### src/rtl/sync_down_counter.sv
// Synchronous down counter with parallel load, count enable, terminal-count pulse
// and wrap/one-shot modes. Define DOWN_CNT_PRESCALE_EN to divide the enable by PRESCALE.
module sync_down_counter #(
    parameter int unsigned WIDTH    = 4,
    parameter int unsigned PRESCALE = 4
) (
    input  logic             clk,
    input  logic             rst,
    input  logic             en,
    input  logic             load,
    input  logic [WIDTH-1:0] load_val,
    input  logic             oneshot,
    output logic [WIDTH-1:0] q,
    output logic             tc,
    output logic             busy
);

    localparam logic [WIDTH-1:0] ALL_ONES = '1;
    localparam logic [WIDTH-1:0] CNT_ONE  = WIDTH'(1);

    typedef enum logic {
        ST_RUN  = 1'b0,
        ST_DONE = 1'b1
    } state_e;

    if (WIDTH < 2 || PRESCALE < 2) begin : g_bad_param
        $error("sync_down_counter: WIDTH and PRESCALE must both be at least 2");
    end

    state_e           state_q, state_d;
    logic [WIDTH-1:0] cnt_q, cnt_d;
    logic             tc_q, tc_d;
    logic             busy_q, busy_d;
    logic             step_c;

`ifdef DOWN_CNT_PRESCALE_EN
    localparam int unsigned PW = $clog2(PRESCALE);
    localparam logic [PW-1:0] PRE_MAX = PW'(PRESCALE - 1);

    logic [PW-1:0] pre_q, pre_d;

    // Only the enabled cycle that completes a prescale interval advances the count
    assign step_c = en && (pre_q == PRE_MAX);
`else
    assign step_c = en;
`endif

    // Next-state and output logic
    always_comb begin
        state_d = state_q;
        cnt_d   = cnt_q;
        tc_d    = 1'b0;
`ifdef DOWN_CNT_PRESCALE_EN
        pre_d   = pre_q;
`endif

        if (load) begin
            cnt_d   = load_val;
            state_d = ((load_val == '0) && oneshot) ? ST_DONE : ST_RUN;
`ifdef DOWN_CNT_PRESCALE_EN
            pre_d   = '0;
`endif
        end else begin
            unique case (state_q)
                ST_RUN: begin
`ifdef DOWN_CNT_PRESCALE_EN
                    if (en) begin
                        pre_d = (pre_q == PRE_MAX) ? '0 : pre_q + PW'(1);
                    end
`endif
                    if (step_c) begin
                        if (cnt_q == '0) begin
                            // Sitting at zero: wrap, or expire silently if one-shot was just selected
                            if (oneshot) begin
                                state_d = ST_DONE;
                            end else begin
                                cnt_d = ALL_ONES;
                            end
                        end else begin
                            cnt_d = cnt_q - CNT_ONE;
                            if (cnt_q == CNT_ONE) begin
                                tc_d = 1'b1;
                                if (oneshot) begin
                                    state_d = ST_DONE;
                                end
                            end
                        end
                    end
                end
                ST_DONE: begin
                    cnt_d = cnt_q;
                end
                default: begin
                    state_d = ST_RUN;
                end
            endcase
        end

        busy_d = (state_d == ST_RUN);
    end

    // State register with synchronous reset
    always_ff @(posedge clk) begin
        if (rst) begin
            state_q <= ST_RUN;
            cnt_q   <= ALL_ONES;
            tc_q    <= 1'b0;
            busy_q  <= 1'b1;
`ifdef DOWN_CNT_PRESCALE_EN
            pre_q   <= '0;
`endif
        end else begin
            state_q <= state_d;
            cnt_q   <= cnt_d;
            tc_q    <= tc_d;
            busy_q  <= busy_d;
`ifdef DOWN_CNT_PRESCALE_EN
            pre_q   <= pre_d;
`endif
        end
    end

    assign q    = cnt_q;
    assign tc   = tc_q;
    assign busy = busy_q;

endmodule

### config.mk
export PLATFORM = sky130hd
export DESIGN_NAME = sync_down_counter
export DESIGN_NICKNAME = d
export VERILOG_FILES = /design/src/rtl/sync_down_counter.sv
export SDC_FILE = /design/constraint.sdc
export NUM_CORES = 1
export LEC_CHECK = 0
export ABC_AREA = 1
export CORE_MARGIN = 3
export CORE_UTILIZATION = 30
export DETAILED_ROUTE_END_ITERATION = 6
export GPL_ROUTABILITY_DRIVEN = 1
export REMOVE_ABC_BUFFERS = 1
export SLEW_MARGIN = 20
export SYNTH_ARGS = -nofsm -noshare
export SYNTH_HDL_FRONTEND = slang
export SYNTH_SLANG_ARGS = --single-unit
### constraint.sdc
create_clock -name clk -period 1.6 [get_ports clk]
set_input_delay 0.4 -clock clk [delete_from_list [all_inputs] [get_ports clk]]
set_output_delay 0.4 -clock clk [all_outputs]
set_load 0.02 [all_outputs]
# Word-level counts from Yosys, hierarchy flattened
# Cells that the tools add are included.
op_classes:
  n_reduce_logical: 5
  bitwise: 3
  eq_ne: 4
  mux: 13
  n_addsub: 1
op_table:
  columns: ["cell", "n"]
  rows:
  - ["2-to-1 mux 4 bit", 5]
  - ["logical NOT 4 bit", 2]
  - ["2-to-1 mux 1 bit", 8]
  - ["OR reduction 5 bit", 1]
  - ["equality test 4 x 1 -> 1 bit, second input constant", 1]
  - ["inequality test 4 bit, second input constant", 1]
  - ["subtractor 4 x 1 -> 4 bit, second input constant", 1]
  - ["inequality test 3 bit, second input constant", 1]
  - ["NOT 1 bit", 3]
  - ["AND reduction 3 bit", 1]
  - ["inequality test 2 bit, second input constant", 1]
  - ["logical AND 1 bit", 1]
totals:
  ff_bits: 7
  input_bits: 9
  out_inout_bits: 6

# Longest topological paths before layout
logic_depth:
  depth_word: 7
  mapped_depth: 8
  mapped_depth_nobuf: 8

# Worst setup path before layout
# No wires, ideal clock.
synth_path:
  kind: "reg2reg"
  from: "reg cnt_q[0] (netlist: q[0])"
  to: "reg cnt_q[3] (netlist: q[3])"
  slack_ns: 0.308
  period_less_slack_ns: 1.292
  path_stages_with_launch: 9
  required_ns: 1.488
  arrival_ns: 1.180
  setup_ns: 0.112
  n_path_buf: 0
  cell_sequence: "dfxtp_1 -> inv_1 -> ha_1 -> nand2_2 -> nand2_4 -> nand3_1 -> nand2_1 -> inv_1 -> nand2_1"
synth_between:
  elab_chain_cells: 5
synth_rtl:
  columns: ["element", "line_no", "rtl"]
  rows:
  - ["from (decl)", "31", "logic [WIDTH-1:0] cnt_q, cnt_d;"]
  - ["from (signal assigned)", "114", "cnt_q <= cnt_d;"]
  - ["subtractor 4 x 1 -> 4 bit / logical NOT 4 bit (equally long branches)", "80, 72", null]
  - ["2-to-1 mux 4 bit", "72", "if (cnt_q == '0) begin"]
  - ["2-to-1 mux 4 bit", "71", "if (step_c) begin"]
  - ["2-to-1 mux 4 bit", "64", "unique case (state_q)"]
  - ["2-to-1 mux 4 bit", "57", "if (load) begin"]
# Several ways; a longest one is shown, not always the timed one. The select of a mux whose other input is x is not followed.
# A chain may end at the register's enable or synchronous reset.

# Final worst setup path
layout_path:
  from: "reg busy_q (netlist: busy)"
  to: "out busy"
layout_lines:
  columns: ["element", "line_no", "rtl"]
  rows:
  - ["from (decl)", "33", "logic busy_q, busy_d;"]
  - ["from (signal assigned)", "116", "busy_q <= busy_d;"]
  - ["to (decl)", "15", "output logic busy"]
# No word-level cell between the ends.

==> results.yml <==
timing:
  tightest_slew_ps: 232.1
  fmax_mhz: 644.3
  setup_viol: 0
  slew_headroom_pct: 84.39
  fin_crit_sh_pct: 97.00
  fin_ws_ps: 47.99
  fin_crit_ps: 1552
  rsz0062_at_grt: "no"
  finClkSkew_ps: 1.265
  slew_violations: 0
  timing.setup.tns_ps: 0
  final_hold_viol_count: 0
drt:
  viasPerCell: 4.510
  ant_nets: 0
  wirelength_um: 1070
  post_drt_wl_per_cell_um: 10.49
  post-route-drc-count: 0
  firstDrtPassIters: 4
  drt-initial-drc-count: 10
  vias: 460
worst_setup_path:
  critical_path.cell_chain: "clkdlybuf4s50_1"
  max_stage_delay_ps: 600
  required_ps: 1200
  end_kind: "output port"
  crit_slowest_cell: "clkdlybuf4s50_1"
  path_delay_family: "buffers and inverters"
  critPathLaunchType: "register"
  cp.arrival_ps: 1150
  critPathMaxFanout: 1
  crit_type: "register to output port"
  cp_num_buf_inv: 1
yosys:
  ys_ff_latch: 7
  synthTopCellsByArea: "dfxtp_1, nand2_1, nand3_1"
  synthDistinctLibCells: 18
  yosysSeqAreaShare_pct: 32.09
  synth.top_cell.area_share_pct: 32.09
  yosys.area.top_type: "dfxtp_1"
  synthCells: 66
  syn_area_sq_um: 436.7
  ys_warn_count: 0
  avgSynthCellArea_sq_um: 6.616
grt:
  grt_use_total_pct: 13.12
  grt_pass1_vias: 453
  grt_max_degree: 12
  grtUsageMet3_pct: 4.065
  antenna_found_initial: 0
  met2_usage_pct: 19.77
  grt_pass1_wl_um: 1849
  overflow: 0
  use_met1_pct: 15.76
  grt_busiest_layer: "met2"
run_status:
  status: "finished, final reports clean"
cts:
  h-tree-depth: 1
  cts_setup_buffers: 0
  clk_path_buf_depth: 2
  numClockSinks: 7
  numCtsBuffers: 3
  worstSkewPairLatency_ps: 250
  cts_tree: "done"
  cts.clk_slew.worst_paths_ps: 50
  cts_root_buf: "clkbuf_4"
pwr:
  vdd_drop_max_uv: 416.7
  leakage_nw: 0.3220
  power_density_nw_per_um2: 771.9
final_layout:
  areaGrowthSynthToFinish_pct: 48.71
  final_nets: 99
  instances_no_fill: 102
  drive_gt1_share_pct: 17.24
  final_util_pct: 48.69
  antenna_cells: 0
placed_design:
  gp_congestion: 0.7677
  pre_cts_ws_ps: 90.44
  place_inst: 98
  port_buffers: 14
  dp_hpwl_um: 871.6
worst_hold_path:
  hp-class: "register to register"
die:
  core_area_sq_um: 1334
  rows: 13
  die_area_sq_um: 1949
  die_w_um: 44.15
  die_y_um: 44.15
  start_util_pct: 32.74
  io_pins: 15
job:
  drv_cap: 0
## what timing repair did
action | 4_1_cts | 5_1_grt
setup endpoints to repair | 2 | 2
hold buffers | 0 | 0
resized for setup | 2 | 2
cloned | 0 | 0
## stage by stage
step	cell area [sq um]	total power [mW]	hold WS [ps]
CTS	644.4	0.5082	605.9
global route	649.4	0.5376	644.1
finish	649.4	0.5013	598.0
global placement	620.6	0.3515	600.8
floorplan	431.7	0.2770	477.3
detailed placement	620.6	0.3514	594.2
## power breakdown
part	internal [mW]	leakage [nW]	switching, mW
clock	0.0950	0.0150	0.0628
sequential	0.188	0.0580	0.00878
combinational	0.0701	0.249	0.0767
total	0.353	0.322	0.148
## sequential cells by signal, summed over array words and instances (netlist names)
name and count:
state_q 1, tc 1, q 4, busy 1
## cell usage after synthesis
| cell | number |
|---|---|
| nand2_1 | 14 |
| o21ai_2 | 1 |
| ha_1 | 2 |
| nand3_1 | 10 |
| nand3b_1 | 1 |
| nand2_4 | 1 |
| buf_2 | 1 |
| inv_1 | 10 |
| nor2_2 | 2 |
| dfxtp_1 | 7 |
| nand2_2 | 2 |
| xnor2_1 | 1 |
| a21oi_1 | 2 |
| inv_2 | 2 |
| nand4_1 | 1 |
| nor4_1 | 1 |
| nor2_1 | 4 |
| o21ai_0 | 4 |
## cells by family after synthesis
kind of cell	synth area share (%)
AND/OR/NAND/NOR	39.83
XOR/XNOR	2.006
flip-flops	32.09
buffers and inverters	11.46
adder cells (fa/ha/maj)	5.730
AO/OA/AOI/OAI	8.883
## tightest hold or removal path, delay by kind of cell (launching register included)
kind | cells | cell delay (ps)
buffers and inverters | 1 | 60
and+or+nand+nor | 1 | 50
AOI/OAI and AO/OA | 1 | 70
DFF | 1 | 360
## layer usage
layer / wire (um) / up-vias
met5: 0 / -
met4: 0 / 0
met3: 56 / 0
met2: 495 / 11
met1: 518 / 199
li1: - / 250
## final timing paths
check,from,endpoint,slack (ps),cells past startpoint
min reg2reg,state_q,busy,600,3
max,busy,busy,50,1
min,state_q,busy,600,3
max reg2reg,q[0],q[3],290,8
## cell usage in the layout, fill, tap and decap left out, types with 2 or more instances in the layout
master and count:
dlymetal6s2s_1 2, nor2_2 2, dlygate4sd2_1 2, nand3_1 10, o21ai_0 4, inv_1 10, nand2_1 14, nor2_1 4
dfxtp_1 7, nand2_2 2, clkdlybuf4s50_1 10, buf_4 4, a21oi_1 2, clkbuf_4 3, inv_2 2, ha_1 2
## area by class of cell
cell class | count | area [sq um]
Tap cell | 15 | 18.77
Clock buffer | 4 | 26.28
Sequential cell | 7 | 140.1
Timing Repair Buffer | 18 | 172.7
Fill cell | 145 | 684.4
Multi-Input combinational cell | 46 | 246.5
Inverter | 12 | 45.04
Power figures use the tool's default switching activity.
